## src/rtl/cv32e40p_wb_queue.sv

```systemverilog
// cv32e40p_wb_queue: round-robin arbitrated FIFO collecting results from several sources for one register write port
module cv32e40p_wb_queue #(
  parameter int NUM_SRC = 2,
  parameter int DEPTH   = 2,
  parameter int ADDR_W  = 6,
  parameter int DATA_W  = 32,
  parameter int CSTM_W  = 32
) (
  input  logic                              clk,
  input  logic                              rst_n,
  input  logic [NUM_SRC-1:0]                src_valid_i,
  output logic [NUM_SRC-1:0]                src_ready_o,
  input  logic [NUM_SRC-1:0][ADDR_W-1:0]    src_waddr_i,
  input  logic [NUM_SRC-1:0][DATA_W-1:0]    src_wdata_i,
  input  logic [NUM_SRC-1:0][CSTM_W-1:0]    src_cstm_i,
  input  logic                              flush_i,
  output logic                              wb_we_o,
  output logic [ADDR_W-1:0]                 wb_waddr_o,
  output logic [DATA_W-1:0]                 wb_wdata_o,
  output logic [CSTM_W-1:0]                 wb_cstm_o,
  input  logic                              wb_ready_i,
  output logic [$clog2(DEPTH+1)-1:0]        count_o,
  output logic                              full_o,
  output logic                              empty_o,
  output logic                              contention_o
);
  localparam int SW = $clog2(NUM_SRC);
  localparam int PW = $clog2(DEPTH);
  localparam int CW = $clog2(DEPTH+1);
  logic [ADDR_W-1:0] r_mem_a [DEPTH];
  logic [DATA_W-1:0] r_mem_d [DEPTH];
  logic [CSTM_W-1:0] r_mem_c [DEPTH];
  logic [PW-1:0]     r_wp, r_rp;
  logic [CW-1:0]     r_cnt;
  logic [SW-1:0]     r_rr;
  logic [SW-1:0]     w_idx;
  logic              w_any, w_push, w_pop;
  // first valid source found when searching upward from r_rr (lowest offset wins)
  always_comb begin
    w_any = 1'b0;
    w_idx = '0;
    for (int k = NUM_SRC-1; k >= 0; k--) begin
      if (src_valid_i[SW'((int'(r_rr) + k) % NUM_SRC)]) begin
        w_any = 1'b1;
        w_idx = SW'((int'(r_rr) + k) % NUM_SRC);
      end
    end
  end
  assign empty_o      = r_cnt == '0;
  assign full_o       = r_cnt == CW'(DEPTH);
  assign count_o      = r_cnt;
  assign wb_we_o      = !empty_o;
  assign w_pop        = wb_we_o & wb_ready_i;
  assign w_push       = w_any & (!full_o | w_pop) & !flush_i & !rst_n;
  assign src_ready_o  = w_push ? (NUM_SRC'(1) << w_idx) : '0;
  assign contention_o = $countones(src_valid_i) > 1;
  assign wb_waddr_o   = wb_we_o ? r_mem_a[r_rp] : '0;
  assign wb_wdata_o   = wb_we_o ? r_mem_d[r_rp] : '0;
  assign wb_cstm_o    = wb_we_o ? r_mem_c[r_rp] : '0;
  // storage is never read while empty, so it is left unreset
  always_ff @(posedge clk) begin
    if (w_push) begin
      r_mem_a[r_wp] <= src_waddr_i[w_idx];
      r_mem_d[r_wp] <= src_wdata_i[w_idx];
      r_mem_c[r_wp] <= src_cstm_i[w_idx];
    end
  end
  // pointers, occupancy and arbitration priority; flush drops everything but keeps priority
  always_ff @(posedge clk or posedge rst_n) begin
    if (rst_n) begin
      r_wp  <= '0;
      r_rp  <= '0;
      r_cnt <= '0;
      r_rr  <= '0;
    end else if (flush_i) begin
      r_wp  <= '0;
      r_rp  <= '0;
      r_cnt <= '0;
    end else begin
      if (w_push) r_wp <= r_wp + 1'b1;
      if (w_push) r_rr <= (int'(w_idx) == NUM_SRC-1) ? '0 : w_idx + 1'b1;
      if (w_pop) r_rp <= r_rp + 1'b1;
      r_cnt <= r_cnt + CW'(w_push) - CW'(w_pop);
    end
  end
endmodule

```

## config.mk

```make
export PLATFORM = sky130hd
export DESIGN_NAME = cv32e40p_wb_queue
export DESIGN_NICKNAME = d
export VERILOG_FILES = /design/src/rtl/cv32e40p_wb_queue.sv
export SDC_FILE = /design/constraint.sdc
export NUM_CORES = 1
export LEC_CHECK = 0
export CORE_MARGIN = 4
export CORE_UTILIZATION = 38
export CTS_CLUSTER_SIZE = 25
export DETAILED_ROUTE_END_ITERATION = 10
export PLACE_DENSITY_LB_ADDON = 0.05
export SLEW_MARGIN = 20
export SYNTH_ARGS = -nofsm -noshare
export SYNTH_HDL_FRONTEND = slang
export SYNTH_SLANG_ARGS = --single-unit
```

## constraint.sdc

```tcl
create_clock -name clk -period 4.2 [get_ports clk]
set_input_delay 0.42 -clock clk [delete_from_list [all_inputs] [get_ports clk]]
set_output_delay 0.42 -clock clk [all_outputs]
set_load 0.02 [all_outputs]
```

==> results.md <==
* Status: finished clean
* Sequential area share after synthesis at 0.672
* P_int at 3.79 mW
* Clock Pin Slew Worst Setup and Hold Paths at 0.06 ns
* Post CTS Setup Buffer Count at 0
* Most frequent cells in the layout: 223 x clkdlybuf4s50_1, 140 x edfxtp_1, 76 x nor2_1
* Startpoint types: register
* Comb power frac at 0.376
* Post-cts sizing count at 0
* Largest net degree at the start of global routing at 71
* Period minus WS final at 3.27 ns
* Final clock skew at 0.00618 ns
* WL per Instance at 16.2 µm
* Worst setup EP type: output port
* Hold Slack at 0.239 ns
* Worst slew margin at 0.384
* Max Cap Viol at 0
* Overall global routing resource usage at 0.149
* Initial Util at 0.388
* Synth Instances at 406
* FP Rows at 47
* Routed Wire Length at 14000 µm
* Clock Path Buffers at 2
* Post-route ant nets at 0
* Post-synthesis cell area at 0.00644 mm²
* Post-layout util at 0.573
* Setup total negative slack at 0 ns
* Dpl cell area at 0.00886 mm²
* Area growth, synth to finish at 47.5%
* Peak VDD IR at 0.000295 V
* Antenna diode instance count at 0
* DR iter-0 viols at 158
* CP Max Fanout at 46
* Fin cells at 865
* Hold Vio Cnt, Final at 0
* H-tree Lvls at 4
* Root Buffer: clkbuf_16
* Vias post-DR at 3982
* # DRC at 0
* Share of layout cells above drive strength 1 at 0.174
* Setup WS pre-CTS at 1.30 ns
* # hold bufs at CTS at 0
* Power Density at 581 mW/mm²
* P_sw at 1.73 mW
* Syn Area/Cell at 15.9 µm²
* Synth Warn # at 0
* Clock sink count at 145
* Critical path arrival at 2.85 ns
* Hpwl dp at 9610 µm
* Port bufs at 223
* Synth Register Bits at 145
* First-pass GRT wire length at 22400 µm
* GRT overflow at 0
* Max Fclk at 0.306 GHz
* Final instance area at 0.00950 mm²
* Tightest Pin Transition at 0.924 ns
* Distinct cells, synth at 21
* Vias/cell at 4.60
* Skew-Pair Late Insertion Delay at 0.41 ns
* First-pass DRT Iterations at 4
* Sw Share at 0.313
* Setup CP Type: register to output port
* RSZ-0062 raised after global routing: false
* Gpl congestion at 0.691
* Die footprint at 0.0191 mm²
* Leak Pwr at 3.20 nW
* Clk pwr share at 0.292
* # IOs at 224
* Antenna violations before repair at 0
* Req. time, crit path at 3.78 ns
* Final WS setup at 0.927 ns
* Part of the power in registers at 0.332
* Total CTS buffers at 17
* Setup Viol. Count Final at 0
* Layout Nets at 780
* Tcrit/Tclk final at 0.779
* Final Max Tran Viols at 0
* Commonest non-fill, non-tap cell in the layout: clkdlybuf4s50_1
* Total power at 5.51 mW
* Net Count, Synth at 554
* Die width at 138 µm
* Core area at 0.0166 mm²
* CTS tree: built
* Vias in the first global route at 4283
* Placed cells at 833
* Path category of the worst min-delay check: input pin to async pin
* Die Ht at 138 µm
-- cells by family after synthesis --
group | Yosys count | synth area share
mux | 141 | 0.233
simple gates | 83 | 0.0503
compound gates | 2 | 0.00486
xor+xnor | 4 | 0.00544
fa+ha+maj | 2 | 0.00389
buf+inv | 29 | 0.0303
flops | 145 | 0.672
-- worst paths after layout --
path / cells past startpoint / end / slack (ns) / from
max in group asynchronous: 2 / r_rp$_DFFE_PP0P_ / 3.77 / rst_n
min in group clk: 1 / r_wp$_DFFE_PP0P_ / 0.55 / r_wp$_DFFE_PP0P_
setup reg to reg: 8 / count_o[1]$_DFF_PP0_ / 2.15 / count_o[1]$_DFF_PP0_
setup / recovery: 5 / wb_cstm_o[20] / 0.93 / count_o[0]$_DFF_PP0_
hold reg to reg: 1 / r_wp$_DFFE_PP0P_ / 0.55 / r_wp$_DFFE_PP0P_
hold / removal: 2 / r_rr$_DFFE_PP0P_ / 0.24 / rst_n
-- critical path: stages (launching register included) --
cell	delay (ns)
dfrtp_1	0.45
or2_2	0.32
inv_2	0.61
buf_4	0.41
nor2_1	0.10
clkdlybuf4s50_1	0.54
-- power groups by stage --
| stage | Sequential [mW] | Clock (mW) | Combinational (mW) |
|---|---|---|---|
| after floorplan | 1.79 | 0 | 1.28 |
| after global placement | 1.86 | 0 | 2.09 |
| after detailed placement | 1.86 | 0 | 2.11 |
| after CTS | 1.83 | 1.65 | 2.12 |
| after global routing | 1.84 | 1.71 | 2.24 |
| final | 1.83 | 1.61 | 2.07 |
-- sequential cells by signal, indices dropped and copies added, names as in the netlist --
name	flops
count_o	2
r_mem_a	12
r_mem_c	64
r_mem_d	64
r_rp	1
r_rr	1
r_wp	1
-- layout make-up --
| cell class | instances | area [µm²] |
|---|---|---|
| clock buffers | 17 | 425 |
| repair buffers | 229 | 2290 |
| multi-input cells | 232 | 1930 |
| inverters | 7 | 26.3 |
| well taps | 220 | 275 |
| clock inverters | 15 | 214 |
| fillers | 1352 | 7090 |
| flip-flops and latches | 145 | 4330 |
-- metal layers --
layer / track usage / wire [µm]
met2: 0.248 / 6850
met5: 0 / 0
met4: 0.0567 / 276
met1: 0.174 / 5870
met3: 0.0577 / 1020
-- cell usage after synthesis --
cell      instances  area, µm²
nand2b_1          1       6.26
o311ai_4          1       26.3
buf_4             1       7.51
o21ai_0           1       5.00
inv_1             5       18.8
buf_2            14       70.1
nor2b_1           1       6.26
and2_1            1       6.26
mux2i_1          71        711
buf_6             2       22.5
edfxtp_1        140       4200
mux2_2           70        788
xnor2_1           3       26.3
or2_2             1       6.26
ha_1              2       25.0
nand2_2           1       6.26
nor2_1           78        293
clkbuf_8          5       68.8
xor2_1            1       8.76
dfrtp_1           5        125
inv_2             2       7.51
Note: power is estimated with default switching activity, not from simulation.
